**config.mk**
```make
export PLATFORM = sky130hd
export DESIGN_NAME = bp_trace_sequencer
export DESIGN_NICKNAME = d
export VERILOG_FILES = /design/src/rtl/bp_trace_sequencer.sv
export SDC_FILE = /design/constraint.sdc
export NUM_CORES = 1
export LEC_CHECK = 0
export ABC_AREA = 1
export BUFFER_PORTS_ARGS = -buffer_cell sky130_fd_sc_hd__buf_2
export CORE_UTILIZATION = 40
export DETAILED_ROUTE_END_ITERATION = 12
export SLEW_MARGIN = 20
export SYNTH_ARGS = -nofsm -noshare
export SYNTH_HDL_FRONTEND = slang
export SYNTH_SLANG_ARGS = --single-unit
```
**constraint.sdc**
```tcl
create_clock -name clk -period 2.4 [get_ports clk]
set_input_delay 0.24 -clock clk [delete_from_list [all_inputs] [get_ports clk]]
set_output_delay 0.24 -clock clk [all_outputs]
set_load 0.01 [all_outputs]
```
**src/rtl/bp_trace_sequencer.sv**
```systemverilog
// Replays a stored branch trace into a one-bit branch predictor and tallies its misses.
// Trace RAM: async read, sync write; all outputs registered.
module bp_trace_sequencer #(
    parameter int ID_W         = 3,
    parameter int ADDR_W       = 6,
    parameter int CNT_W        = 16,
    parameter int MISS_LATENCY = 1
) (
    input  logic              clk,
    input  logic              reset,
    input  logic              wr_en,
    input  logic [ADDR_W-1:0] wr_addr,
    input  logic [ID_W-1:0]   wr_id,
    input  logic              wr_outcome,
    input  logic              start,
    input  logic [ADDR_W:0]   length,
    output logic              bp_reset,
    output logic [ID_W-1:0]   bp_branch_id,
    output logic              bp_outcome,
    output logic              bp_valid,
    input  logic              bp_miss,
    output logic              busy,
    output logic              done,
    output logic [CNT_W-1:0]  miss_count,
    output logic [CNT_W-1:0]  issued_count,
    output logic [2:0]        dbg_state
);
    localparam int DEPTH = 2 ** ADDR_W;
    localparam int DW    = (MISS_LATENCY > 1) ? $clog2(MISS_LATENCY + 1) : 1;
    localparam logic [ADDR_W:0] DEPTH_L = (ADDR_W + 1)'(DEPTH);

    typedef enum logic [2:0] {
        S_IDLE  = 3'd0,
        S_CLEAR = 3'd1,
        S_ISSUE = 3'd2,
        S_DRAIN = 3'd3,
        S_DONE  = 3'd4
    } state_t;

    state_t state, next_state;

    logic [ID_W:0]           ram [DEPTH];
    logic [ADDR_W-1:0]       rd_ptr;
    logic [ADDR_W:0]         left;
    logic [DW-1:0]           drain_left;
    logic [MISS_LATENCY-1:0] valid_sr;
    logic                    miss_en;
    logic                    idle_like;
    logic                    start_ok;
    logic [ADDR_W:0]         len_clamped;

    assign idle_like   = (state == S_IDLE) || (state == S_DONE);
    assign start_ok    = idle_like && start;
    assign len_clamped = (length > DEPTH_L) ? DEPTH_L : length;
    assign miss_en     = valid_sr[MISS_LATENCY-1];
    assign dbg_state   = state;

    // A write coinciding with an accepted start is dropped so the run sees pre-write contents.
    always_ff @(posedge clk) begin
        if (wr_en && idle_like && !start) begin
            ram[wr_addr] <= {wr_id, wr_outcome};
        end
    end

    always_ff @(posedge clk) begin
        if (reset) begin
            state <= S_IDLE;
        end else begin
            state <= next_state;
        end
    end

    always_comb begin
        next_state = state;
        case (state)
            S_IDLE:  if (start) next_state = S_CLEAR;
            S_CLEAR: next_state = (left == '0) ? S_DONE : S_ISSUE;
            S_ISSUE: if (left == '0) next_state = S_DRAIN;
            S_DRAIN: if (drain_left == '0) next_state = S_DONE;
            S_DONE:  if (start) next_state = S_CLEAR;
            default: next_state = S_IDLE;
        endcase
    end

    always_ff @(posedge clk) begin
        if (reset) begin
            bp_reset     <= 1'b1;
            bp_branch_id <= '0;
            bp_outcome   <= 1'b0;
            bp_valid     <= 1'b0;
            busy         <= 1'b0;
            done         <= 1'b0;
            miss_count   <= '0;
            issued_count <= '0;
            rd_ptr       <= '0;
            left         <= '0;
            drain_left   <= '0;
            valid_sr     <= '0;
        end else begin
            // Status outputs are registered from the state being entered.
            bp_reset <= (next_state == S_IDLE) || (next_state == S_CLEAR);
            busy     <= (next_state == S_CLEAR) || (next_state == S_ISSUE) ||
                        (next_state == S_DRAIN);
            done     <= (next_state == S_DONE);
            bp_valid <= (next_state == S_ISSUE);

            valid_sr[0] <= bp_valid;
            for (int i = 1; i < MISS_LATENCY; i++) begin
                valid_sr[i] <= valid_sr[i-1];
            end

            if (start_ok) begin
                rd_ptr       <= '0;
                left         <= len_clamped;
                miss_count   <= '0;
                issued_count <= '0;
            end else begin
                if (next_state == S_ISSUE) begin
                    {bp_branch_id, bp_outcome} <= ram[rd_ptr];
                    rd_ptr <= rd_ptr + 1'b1;
                    left   <= left - 1'b1;
                    if (issued_count != '1) issued_count <= issued_count + 1'b1;
                end
                if (state == S_ISSUE && next_state == S_DRAIN) begin
                    drain_left <= DW'(MISS_LATENCY - 1);
                end else if (state == S_DRAIN && drain_left != '0) begin
                    drain_left <= drain_left - 1'b1;
                end
                if (miss_en && bp_miss && miss_count != '1) begin
                    miss_count <= miss_count + 1'b1;
                end
            end
        end
    end
endmodule

```
==> results.toml <==
[synth]
postSynthCellCount = 1455
avgSynthCellArea_um2 = 9.611
synth_flop_cell = "edfxtp_1"
yosys_warnings = 0
async_flop_share_pct = 0
ys_seq_area_share_pct = 63.28
syn-cell-area_mm2 = 0.01398
syn-num-nets = 1481
ys_types = 42
synth-seq-cells = 314
synth_edf_count = 256

[critical_path]
rr_startpoint = "left[0]"
crit_start = "left[0]"
r2r-end = "issued_count[0]"
critPathMaxFanout = 15
cp.required_ns = 2.77
crit_end = "issued_count[0]"
crit_path_start_kind = "register"
crit_type = "register to register"
rrSetupSlack_ns = 0.31
cp.arrival_ns = 2.46
end_kind = "register"
r2r_cells = 12

[clock_network]
cts_setup_buffers = 0
clk_latency_ns = 0.53
tritoncts = "done"
cts_sinks = 314
cts_resized = 0
cts_root_buf = "clkbuf_16"
clk_pin_slew_ns = 0.06
hold_buffers = 0
cts_buffers = 36
ctsHtreeMaxLevel = 2
clock_path_buffers = 3

[placement]
gp_congestion = 0.8616
pre_cts_ws_ns = 0.3029
io_buffers = 64
hpwl_um = 21610

[timing]
worstMarginPinSlew_ns = 0.6045
fmax_mhz = 478.6
fin_hold_ws_ns = 0.06313
setup_violations = 0
fin_ws_ns = 0.3105
relSlewSlack_pct = 59.64
finalSetupTns_ns = 0
period_needed_ns = 2.089
drv_slew = 0
hold_viol_final = 0
fin_crit_sh_pct = 87.06
skew_ns = 0.02301
rsz0062_at_grt = "no"

[power]
leakage_nw = 6.232
power_density_mw_per_mm2 = 794.8
vdd_drop_max_mv = 0.5872

[layout]
drive_above_1_share_pct = 13.32
fillers = 3218
final_common_cell = "nand2_1"
nets = 1564
syn_to_final_growth_pct = 15.44
diodes = 0
final_cell_mix = "nand2_1 (398), edfxtp_1 (256), nor2_1 (195)"

[detailed_routing]
wirelength_um = 33650
ant_nets = 0
vias_per_cell = 5.012
drt_first_pass_iters = 9
drt_drc_violations_left = 1
first_iter_violations = 756
vias = 10110
wire_per_inst_um = 16.68

[floorplan]
fp.dieArea_mm2 = 0.03571
initial_core_util_pct = 40.58
io_pins = 65
rows = 68
die_h_um = 189.0
design.core.area_mm2 = 0.03446
die_w_um = 189.0

[global_route]
antenna_found_initial = 0
grtUsageTotal_pct = 18.79
grt_pass1_wl_um = 52380
grt_max_degree = 73
grt_pass1_vias = 9634
overflow = 0

[status]
status = "complete, but fails checks"
violations = "DRC"

[hold_path]
hp-class = "input port to register"

[flow_run]
maxCapViolCount = 0
==> logic make-up after synthesis <==
family                     Yosys count  synth area share [%]
adders and majority gates            4                0.3579
xor gates and xnor gates            23                 1.441
buffers and inverters              183                 5.575
and+or+nand+nor                    829                 25.20
AOI/OAI and AO/OA                  102                 4.152
DFF                                314                 63.28
==> worst max-delay path, cell delays in order, from the launching register on <==
cell,delay [ns]
dfxtp_1,0.33
inv_1,0.08
ha_1,0.22
nand2_1,0.12
nor2_2,0.08
nand2_4,0.10
nand2_2,0.05
nand2_2,0.08
nand2_4,0.07
nor2_4,0.37
nand2_4,0.25
nand2_1,0.14
a21oi_2,0.05
==> through the flow <==
step,power [mW],util (%),std cells,instance area [um^2]
after global placement,7.587,43.51,1955,14990
after CTS,12.95,46.85,2017,16140
final,12.83,46.85,2017,16140
after global routing,13.32,46.85,2017,16140
after floorplan,7.145,-,1455,13980
after detailed placement,7.590,43.51,1955,14990
==> where the power goes <==
part | total (mW) | internal [mW] | leakage, nW | switching (mW)
Clock | 5.36 | 3.21 | 0.573 | 2.15
Combinational | 1.43 | 0.452 | 2.89 | 0.981
Sequential | 6.03 | 5.97 | 2.77 | 0.0696
==> worst min path at each step <==
| stage | start | to | cells after the start |
|---|---|---|---|
| after floorplan | reset | dbg_state[2] | 1 |
| after global placement | bp_valid | miss_en | 2 |
| after detailed placement | bp_valid | miss_en | 2 |
| after CTS | length[3] | left[3] | 5 |
| after global routing | length[2] | left[2] | 5 |
| final | length[3] | left[3] | 5 |
==> cell type report <==
class | count | area (um^2) | area share (%)
flip-flops and latches | 314 | 8853 | 54.84
multi-input cells | 958 | 4355 | 26.98
clock buffers | 41 | 929.6 | 5.759
repair buffers | 105 | 753.2 | 4.666
well taps | 455 | 569.3 | 3.527
inverters | 123 | 462.9 | 2.868
clock inverters | 21 | 219.0 | 1.356
==> routing by layer <==
layer / part of all wire (%) / global-route usage [%] / vias to the layer above
met5: 0 / 0 / -
met4: 2.2 / 4.994 / 0
met3: 5.5 / 3.225 / 53
met2: 48 / 32.11 / 280
met1: 44 / 24.61 / 4772
li1: - / - / 5005
==> sequential cells by signal (all words and copies together), names as in the netlist <==
| name | flops |
|---|---|
| bp_branch_id | 3 |
| bp_outcome | 1 |
| bp_reset | 1 |
| bp_valid | 1 |
| busy | 1 |
| dbg_state | 3 |
| done | 1 |
| drain_left | 1 |
| issued_count | 16 |
| left | 7 |
| miss_count | 16 |
| miss_en | 1 |
| ram | 256 |
| rd_ptr | 6 |
==> cells in the mapped netlist, types with 3 or more instances <==
cell type	instances	area share, %
buf_6	4	0.32
edfxtp_1	256	55
nor3_1	13	0.47
nand2_1	398	11
buf_2	37	1.3
nand4_1	11	0.49
nand2_4	3	0.24
nand3_1	180	6.4
clkinv_1	5	0.13
a21oi_2	10	0.63
buf_1	5	0.13
o21ai_0	38	1.4
inv_2	5	0.13
xnor2_1	6	0.38
a21oi_1	43	1.5
inv_1	113	3.0
nand2_2	13	0.58
nor2_2	4	0.18
nor2_1	195	5.2
dfxtp_1	58	8.3
clkbuf_1	13	0.35
xor2_1	17	1.1
ha_1	4	0.36
Note: power is estimated with default switching activity, not from simulation.
